===== src/rtl/rice_reader_pkg.sv =====
// Shared types and helpers for the Rice bitstream reader.
// Fold/unfold map signed residuals to unsigned codes and back.
package rice_reader_pkg;

  localparam int RICE_PARAM_W = 4;
  localparam int WORD_W       = 16;

  typedef enum logic [2:0] {
    S_IDLE,
    S_PARAM,
    S_ALIGN,
    S_UNARY,
    S_BIN,
    S_OUT
  } state_t;

  function automatic logic [WORD_W-1:0] rice_fold(
    input logic [WORD_W-1:0] r
  );
    return {r[WORD_W-2:0], 1'b0} ^ {WORD_W{r[WORD_W-1]}};
  endfunction

  function automatic logic [WORD_W-1:0] rice_unfold(
    input logic [WORD_W-1:0] u
  );
    return (u >> 1) ^ {WORD_W{u[0]}};
  endfunction

endpackage


===== src/rtl/rice_clz32.sv =====
// Leading-zero count over the valid (top 'fill') bits of a
// left-justified 32-bit word; all_zero when no '1' is valid.
module rice_clz32
  import rice_reader_pkg::*;
(
  input  logic [31:0] word,
  input  logic [5:0]  fill,
  output logic [5:0]  count,
  output logic        all_zero
);

  logic found;

  always_comb begin
    count = '0;
    found = 1'b0;
    for (int i = 0; i < 32; i++) begin
      if (!found && (6'(i) < fill) && word[31-i]) begin
        count = 6'(i);
        found = 1'b1;
      end
    end
    all_zero = !found;
  end

endmodule


===== src/rtl/rice_reader.sv =====
// Rice code reader: fetches MSB-first 16-bit words from RAM and
// decodes q zeros, stop '1', k remainder bits per code.
module rice_reader
  import rice_reader_pkg::*;
#(
  parameter int ADDR_W = 16,
  parameter int QUOT_W = 16
) (
  input  logic                    iClock,
  input  logic                    iReset,
  input  logic                    iEnable,
  input  logic                    iStart,
  input  logic [ADDR_W-1:0]       iStartAddress,
  input  logic                    iLoadParam,
  input  logic                    iAlign,
  output logic                    oRamReadEnable,
  output logic [ADDR_W-1:0]       oRamAddress,
  input  logic [WORD_W-1:0]       iRamData,
  output logic [RICE_PARAM_W-1:0] oParam,
  output logic                    oValid,
  input  logic                    iReady,
  output logic [QUOT_W-1:0]       oQuotient,
  output logic [WORD_W-1:0]       oRemainder,
  output logic [WORD_W-1:0]       oFolded,
  output logic [WORD_W-1:0]       oResidual,
  output logic                    oBusy,
  output logic                    oError
);

  localparam int QS_W = QUOT_W + 7;

  state_t                  state;
  state_t                  state_nx;
  logic [31:0]             bits;
  logic [31:0]             bits_sh;
  logic [31:0]             bits_nx;
  logic [5:0]              fill;
  logic [5:0]              fill_sh;
  logic [5:0]              fill_nx;
  logic                    pending;
  logic                    rd;
  logic [ADDR_W-1:0]       addr;
  logic [QUOT_W-1:0]       q;
  logic [QUOT_W-1:0]       q_sat;
  logic [QS_W-1:0]         q_sum;
  logic                    q_ovf;
  logic [RICE_PARAM_W-1:0] k;
  logic [5:0]              n;
  logic [5:0]              q_add;
  logic [5:0]              lz;
  logic                    all_zero;
  logic                    q_step;
  logic                    q_clr;
  logic                    k_load;
  logic                    emit;
  logic [WORD_W-1:0]       rem;
  logic [WORD_W-1:0]       folded;

  rice_clz32 u_clz (
    .word     (bits),
    .fill     (fill),
    .count    (lz),
    .all_zero (all_zero)
  );

  assign rd = iEnable && !iStart && !iReset &&
              ((7'(fill) + (pending ? 7'd16 : 7'd0)) <= 7'd16);

  assign oRamReadEnable = rd;
  assign oRamAddress    = addr;
  assign oParam         = k;
  assign oBusy          = (state != S_IDLE);

  assign rem    = bits[31:16] >> (5'd16 - {1'b0, k});
  assign folded = (WORD_W'(q) << k) | rem;

  assign q_sum = QS_W'(q) + QS_W'(q_add);
  assign q_ovf = |q_sum[QS_W-1:QUOT_W];
  assign q_sat = q_ovf ? '1 : q_sum[QUOT_W-1:0];

  always_comb begin
    state_nx = state;
    n        = '0;
    q_add    = '0;
    q_step   = 1'b0;
    q_clr    = 1'b0;
    k_load   = 1'b0;
    emit     = 1'b0;
    unique case (state)
      S_IDLE: begin
        if (iLoadParam)     state_nx = S_PARAM;
        else if (iAlign)    state_nx = S_ALIGN;
        else if (fill != 0) state_nx = S_UNARY;
      end
      S_PARAM: begin
        if (fill >= 6'd4) begin
          k_load   = 1'b1;
          n        = 6'd4;
          state_nx = S_IDLE;
        end
      end
      S_ALIGN: begin
        n        = {2'b00, fill[3:0]};
        state_nx = S_IDLE;
      end
      S_UNARY: begin
        q_step = 1'b1;
        if (all_zero) begin
          q_add = fill;
          n     = fill;
        end else begin
          q_add    = lz;
          n        = lz + 6'd1;
          state_nx = S_BIN;
        end
      end
      S_BIN: begin
        if (fill >= {2'b00, k}) begin
          n        = {2'b00, k};
          emit     = 1'b1;
          state_nx = S_OUT;
        end
      end
      S_OUT: begin
        if (iReady) begin
          q_clr    = 1'b1;
          state_nx = S_IDLE;
        end
      end
      default: state_nx = S_IDLE;
    endcase
  end

  // consume first, then append the returning word below what is left
  always_comb begin
    bits_sh = bits;
    fill_sh = fill;
    if (iEnable) begin
      bits_sh = bits << n;
      fill_sh = fill - n;
    end
    bits_nx = bits_sh;
    fill_nx = fill_sh;
    if (pending) begin
      bits_nx = bits_sh | ({iRamData, 16'h0000} >> fill_sh);
      fill_nx = fill_sh + 6'd16;
    end
  end

  always_ff @(posedge iClock or posedge iReset) begin
    if (iReset)       state <= S_IDLE;
    else if (iStart)  state <= S_IDLE;
    else if (iEnable) state <= state_nx;
  end

  always_ff @(posedge iClock or posedge iReset) begin
    if (iReset) begin
      bits       <= '0;
      fill       <= '0;
      pending    <= 1'b0;
      addr       <= '0;
      q          <= '0;
      k          <= '0;
      oValid     <= 1'b0;
      oError     <= 1'b0;
      oQuotient  <= '0;
      oRemainder <= '0;
      oFolded    <= '0;
      oResidual  <= '0;
    end else if (iStart) begin
      bits    <= '0;
      fill    <= '0;
      pending <= 1'b0;
      addr    <= iStartAddress;
      q       <= '0;
      oValid  <= 1'b0;
      oError  <= 1'b0;
    end else begin
      bits    <= bits_nx;
      fill    <= fill_nx;
      pending <= rd;
      if (rd) addr <= addr + ADDR_W'(1);
      if (iEnable) begin
        if (k_load) k <= bits[31:28];
        if (q_clr) begin
          q      <= '0;
          oValid <= 1'b0;
        end else if (q_step) begin
          q <= q_sat;
          if (q_ovf) oError <= 1'b1;
        end
        if (emit) begin
          oValid     <= 1'b1;
          oQuotient  <= q;
          oRemainder <= rem;
          oFolded    <= folded;
          oResidual  <= rice_unfold(folded);
        end
      end
    end
  end

endmodule

===== config.mk =====
export PLATFORM = sky130hd
export DESIGN_NAME = rice_reader
export DESIGN_NICKNAME = d
export VERILOG_FILES = /design/src/rtl/rice_reader_pkg.sv /design/src/rtl/rice_clz32.sv /design/src/rtl/rice_reader.sv
export SDC_FILE = /design/constraint.sdc
export NUM_CORES = 1
export LEC_CHECK = 0
export CAP_MARGIN = 20
export CORE_ASPECT_RATIO = 0.6
export CORE_MARGIN = 2
export CORE_UTILIZATION = 47
export CTS_BUF_LIST = sky130_fd_sc_hd__clkbuf_4 sky130_fd_sc_hd__clkbuf_8
export DETAILED_ROUTE_END_ITERATION = 12
export DONT_BUFFER_PORTS = 1
export PLACE_DENSITY = 0.7
export SLEW_MARGIN = 10
export SYNTH_ARGS = -nofsm -noshare
export SYNTH_HDL_FRONTEND = slang
export SYNTH_HIERARCHICAL = 1
export SYNTH_SLANG_ARGS = --single-unit

===== constraint.sdc =====
create_clock -name iClock -period 7.2 [get_ports iClock]
set_input_delay 1.08 -clock iClock [delete_from_list [all_inputs] [get_ports iClock]]
set_output_delay 1.08 -clock iClock [all_outputs]
set_load 0.01 [all_outputs]

== Word level (Yosys, flattened, before mapping) ==
Index checks and enable logic that the tools add are counted.
Operators by class
  $add $sub $neg: 7
  magnitude comparators: 35
  equal/unequal tests: 11
  shift-type cells: 4
  mux-type cells: 110
  bitwise operators: 4
  reductions and logical operators: 115
Operator list (number)
  16-bit 2-to-1 mux: 7
  5-bit by 6-bit < comparator with 1-bit output (first input constant): 16
  32-bit 2-to-1 mux: 3
  5-bit 2-to-1 mux: 17
  1-bit logical AND: 66
  1-bit 2-to-1 mux: 50
  4-bit by 6-bit < comparator with 1-bit output (first input constant): 8
  3-bit 2-to-1 mux: 14
  4-bit 2-to-1 mux: 9
  6-bit 2-to-1 mux: 6
  1-bit logical NOT: 33
  32-bit OR: 1
  32-bit by 6-bit << shifter with 32-bit output: 1
  32-bit by 6-bit >> shifter with 32-bit output: 1
  3-bit by 6-bit < comparator with 1-bit output (first input constant): 4
  6-bit case mux with 4 select lines: 1
  16-bit by 6-bit adder with 17-bit output: 1
  16-bit by 1-bit adder with 16-bit output (second input constant): 1
  16-bit OR: 1
  16-bit by 4-bit << shifter with 16-bit output: 1
  16-bit by 5-bit >> shifter with 16-bit output: 1
  15-bit by 16-bit XOR with 16-bit output: 1
  3-bit case mux with 5 select lines: 1
  1-bit by 6-bit < comparator with 1-bit output (first input constant): 2
  27 further kinds: 40
Storage, ports and cells
  bits in registers: 144
  bits of input ports: 39
  output and inout bits: 88
  logic and storage cells: 299

== Longest topological paths before layout ==
  depth after elaboration: 136
  depth in mapped cells: 28
  mapped depth without buffers: 21

== Hierarchy ==
Netlist, hierarchy kept.
Modules (own cells, without submodules)
  rice_reader: instances 1, cells each 1275, area an instance 11213.3 µm², sequential area each 3578.4 µm²
  rice_clz32: instances 1, cells each 177, area an instance 1112.3 µm², sequential area each 0.0 µm²

== Worst setup path after synthesis ==
No wires, ideal clock.
  kind: input -> output
  start: in iReset
  end: out oRamReadEnable
  arrival: 4815 ps
  data required time: 6120 ps
  setup slack: 1305 ps
  stages: 4
  path buffers: 1
  path through: inv_1 nand3_1 clkbuf_1 inv_1
On the way
  longest elaborated chain between the ends: 3
Ends and longest elaborated chain
  start: declaration: line rice_reader.sv:10  | input logic iReset,
  1-bit logical NOT (no line)
  1-bit logical AND (2 in a row): line rice_reader.sv:66  | assign rd = iEnable && !iStart && !iReset &&
  end: declaration: line rice_reader.sv:16  | output logic oRamReadEnable,
No other way between the ends.

== Worst setup path in the final report ==
  start: reg fill[1]
  end: reg bits[16]
On the way
  longest elaborated chain between the ends: 136
  elaborated cells between the ends (all ways): 204
  classes of those cells: add/sub: 2; order compare: 34; shift: 2; mux: 71; bitwise: 1; reduce/logical: 94
Ends and longest elaborated chain
  start: declaration: line rice_reader.sv:37  | logic [5:0] fill;
  start signal: assignment: line rice_reader.sv:180  | fill <= fill_nx;
  1-bit by 6-bit < comparator with 1-bit output: line rice_clz32.sv:18  | if (!found && (6'(i) < fill) && word[31-i]) begin
  1-bit logical AND: line rice_clz32.sv:18
  1-bit 2-to-1 mux: line rice_clz32.sv:18
  1-bit logical NOT: line rice_clz32.sv:18
  1-bit logical AND (2 in a row): line rice_clz32.sv:18
  1-bit 2-to-1 mux: line rice_clz32.sv:18
  1-bit logical NOT: line rice_clz32.sv:18
  1-bit logical AND (2 in a row): line rice_clz32.sv:18
  [118 not listed]
  6-bit 2-to-1 mux: line rice_reader.sv:108  | if (all_zero) begin
  6-bit case mux with 4 select lines: line rice_reader.sv:89  | unique case (state)
  6-bit subtractor: line rice_reader.sv:140  | fill_sh = fill - n;
  6-bit 2-to-1 mux: line rice_reader.sv:138  | if (iEnable) begin
  32-bit by 6-bit >> shifter with 32-bit output: line rice_reader.sv:145  | bits_nx = bits_sh | ({iRamData, 16'h0000} >> fill_sh);
  32-bit OR: line rice_reader.sv:145
  32-bit 2-to-1 mux *: line rice_reader.sv:144  | if (pending) begin
  32-bit 2-to-1 mux *: line rice_reader.sv:170  | end else if (iStart) begin
  end signal: assignment: line rice_reader.sv:179  | bits <= bits_nx;
  end: declaration: line rice_reader.sv:34  | logic [31:0] bits;
Every way passes the cells marked *; elsewhere a longest branch is shown, timed or not.
A chain may end at the register's enable or synchronous reset.

==> results_dict.tcl <==
set metrics [dict create \
    status "completed" \
    hold_class "reg2reg" \
    finalCriticalPeriod_ns 6.47 \
    first_iter_violations 1644 \
    ctsHoldBuffers 0 \
    cts_made_buffers 17 \
    drv_cap 0 \
    antenna_found_initial 0 \
    vias_per_cell 6.91 \
    synthesis.nets 1514 \
    start_kind "flip-flop" \
    ys_dominant_reg_cell "dfrtp_1" \
    cts_buffer_depth 2 \
    maxClockFrequency_mhz 155 \
    postCtsSetupBuffers 0 \
    nNetsFinal 1462 \
    rsz0062_at_grt "no" \
    cts-root-buf "clkbuf_8" \
    crit_arrival_ns 6.81 \
    antenna_left 0 \
    die_w_um 213 \
    drive_above_1_share_pct 12.7 \
    setup_viol 0 \
    rr_worst_depth 20 \
    cp.required_ns 7.54 \
    drc_errors 0 \
    grt_max_degree 104 \
    synthArstFlopShare_pct 100 \
    worstPathCellList "a211oi_1 -> o221ai_1 -> a211oi_1 -> nand4_4 -> or2_4 -> nand2b_4 -> nor3_2 -> nand2b_1 -> mux2i_1 -> a2bb2oi_4 -> inv_4 -> ha_1 -> fa_1 -> nor2b_1 -> nor2_1 -> mux4_2 -> mux2i_1 -> mux2i_1 -> a222oi_1 -> o32ai_1" \
    grt_pass1_vias 11100 \
    dr.pass1.iters 9 \
    path_class "reg2reg" \
    synth_seq_cells 143 \
    powerDensity_nw_per_um2 298 \
    clk-insertion-delay-late_ns 0.50 \
    leakagePower_nw 5.53 \
    slew_violations 0 \
    path_max_fanout 20 \
    rr_startpoint "fill[1]$_DFF_PP0_" \
    start_util_pct 48.3 \
    hold_viol 0 \
    portBuffers 0 \
    placed_cells 1730 \
    diodes 0 \
    clkTransAtPathRegs_ns 0.08 \
    dr_total_vias 12200 \
    period_share_pct 89.8 \
    fp.dieArea_um2 27600 \
    wl_per_cell_um 24.7 \
    grt_first_pass_wirelength_mm 67.2 \
    htree_levels 4 \
    crit_slowest_cell "a211oi_1" \
    track_usage_pct 31.9 \
    die_h_um 129 \
    fin_setup_tns_ns 0 \
    fillers 2388 \
    holdWs_ns 0.555 \
    cp_slowest_stage_delay_ns 0.72 \
    io_pins 127 \
    syn_inst 1452 \
    final_cell_count_no_fill 1765 \
    regToRegSetupSlack_ns 0.73 \
    cts_tree "done" \
    ys_warn_count 6 \
    area_growth_pct 5.76 \
    dpl.hpwl_mm 32.3 \
    crit_top_cell "mux2i_1" \
    relSlewSlack_pct 17.2 \
    grt_overflow_total 0 \
    core_area_um2 25500 \
    endpoint_kind "flip-flop" \
    place_congestion 1.01 \
    clock-sinks 143 \
    r2r-end "bits[16]$_DFF_PP0_" \
    min_path_cells 2 \
    synth_edf_count 0 \
    skew_ns 0.0201 \
    synth_area_um2 12300 \
    placementRows 45 \
    yosysSeqAreaShare_pct 29.0 \
    synth_cell_types 102 \
    holdCritStartpoint "oQuotient[6]$_DFFE_PP0P_" \
    min_to "oQuotient[6]$_DFFE_PP0P_" \
    cts_resized 0 \
    syn_avg_cell_area_um2 8.49 \
    tightestPinTransition_ns 1.24 \
    wl_mm 43.6 \
    vdd.ir_drop.worst_mv 0.179 \
]
-- routing by layer --
layer  wire length, µm  GRT usage (%)  vias to the layer above  share of wire, %
li1                  -              -                     5412                 -
met1             19600           47.5                     5963                45
met2             16900           41.1                      765                39
met3              6460           14.8                       63                15
met4               690           7.03                        0               1.6
met5                 0              0                        -                 0
-- placed cells by master (no fill, tap or decap), types with 13 or more instances in the layout --
| master | Yosys | layout |
|---|---|---|
| nand4_1 | 19 | 19 |
| inv_1 | 25 | 24 |
| nor2b_1 | 16 | 16 |
| o22ai_1 | 18 | 18 |
| a32oi_1 | 14 | 14 |
| nor2_1 | 103 | 103 |
| o211ai_1 | 13 | 13 |
| nor3_1 | 24 | 24 |
| a31oi_1 | 24 | 24 |
| a211oi_1 | 15 | 14 |
| a21oi_1 | 82 | 81 |
| o21ai_0 | 122 | 122 |
| nand2_1 | 170 | 170 |
| ha_1 | 21 | 21 |
| clkbuf_8 | 0 | 18 |
| mux4_2 | 25 | 25 |
| nand3_1 | 49 | 48 |
| a22oi_1 | 27 | 27 |
| buf_4 | 3 | 36 |
| and3_1 | 25 | 25 |
| mux2_2 | 46 | 46 |
| xnor2_1 | 19 | 19 |
| mux2i_1 | 92 | 92 |
| dfrtp_1 | 143 | 142 |
-- power breakdown --
group / total [mW] / internal (mW) / switching (mW)
clock network: 0.717 / 0.367 / 0.350
logic: 2.11 / 0.792 / 1.32
registers: 1.06 / 0.869 / 0.192
-- worst max-delay path by stage --
stage,endpoint,depth (start not counted),start
final,bits[16]$_DFF_PP0_,20,fill[1]$_DFF_PP0_
after global routing,bits[17]$_DFF_PP0_,21,fill[3]$_DFF_PP0_
after CTS,bits[16]$_DFF_PP0_,20,fill[3]$_DFF_PP0_
after detailed placement,bits[18]$_DFF_PP0_,21,fill[3]$_DFF_PP0_
after global placement,bits[21]$_DFF_PP0_,21,fill[3]$_DFF_PP0_
after floorplan,oRamReadEnable,4,iReset
-- sequential cells by signal, summed over array words and instances, names as in the netlist --
| name | flops |
|---|---|
| oResidual | 15 |
| oParam | 4 |
| pending | 1 |
| bits | 32 |
| q | 16 |
| oRamAddress | 16 |
| oValid | 1 |
| oQuotient | 16 |
| oRemainder | 16 |
| oFolded | 16 |
| state | 3 |
| fill | 6 |
| oError | 1 |
-- critical path: cells and delay by family (launching register included) --
family | cells | cell delay (ns)
flip-flops | 1 | 0.67
AND/OR/NAND/NOR | 7 | 1.43
adder cells (fa/ha/maj) | 2 | 0.76
multiplexers | 4 | 1.17
buffers and inverters | 1 | 0.05
AO/OA/AOI/OAI | 6 | 2.21
-- layout make-up --
class	count	area, µm²	area share (%)
clock buffer	21	270	2.07
clock inverter	11	155	1.19
inverter	31	129	0.989
multi-input combinational	1169	8150	62.5
sequential	143	3580	27.5
tap	352	440	3.38
timing repair buffer	38	309	2.37
-- logic make-up (layout without fill, tap and decap cells) --
kind of cell	Yosys count	count (layout)	share of synthesized area, %
other cells	1	1	0.0304
simple gates	484	484	19.1
fa+ha+maj	23	23	2.46
xor+xnor	27	27	1.92
buf+inv	140	101	5.00
flops	143	143	29.0
mux	167	167	16.7
compound gates	467	467	25.8
-- cells in the mapped netlist (9+ instances only) --
cell type / number / area (µm²)
a211o_1: 9 / 78.8
a211oi_1: 15 / 113
a21o_1: 11 / 82.6
a21oi_1: 82 / 410
a221o_1: 9 / 90.1
a222oi_1: 9 / 90.1
a22o_1: 9 / 78.8
a22oi_1: 27 / 203
a31oi_1: 24 / 150
a32oi_1: 14 / 123
and2_1: 9 / 56.3
and3_1: 25 / 156
buf_2: 22 / 110
clkbuf_1: 73 / 274
dfrtp_1: 143 / 3580
ha_1: 21 / 263
inv_1: 25 / 93.8
mux2_2: 46 / 518
mux2i_1: 92 / 921
mux4_2: 25 / 563
nand2_1: 170 / 638
nand2b_1: 12 / 75.1
nand3_1: 49 / 245
nand4_1: 19 / 119
nor2_1: 103 / 387
nor2b_1: 16 / 100
nor3_1: 24 / 120
nor3b_1: 9 / 67.6
o211ai_1: 13 / 97.6
o21a_1: 9 / 67.6
o21ai_0: 122 / 611
o22ai_1: 18 / 113
xnor2_1: 19 / 166
-- through the flow --
stage	worst slack [ns]	power (mW)	instance area, µm²	util, %
final	0.731	3.89	13000	51.1
after global routing	0.340	4.09	13000	51.1
after detailed placement	0.957	3.09	12600	49.3
after floorplan	1.31	2.58	12300	-
after global placement	1.13	3.07	12600	49.2
after CTS	0.922	3.80	13000	50.9
Power figures use the tool's default switching activity.
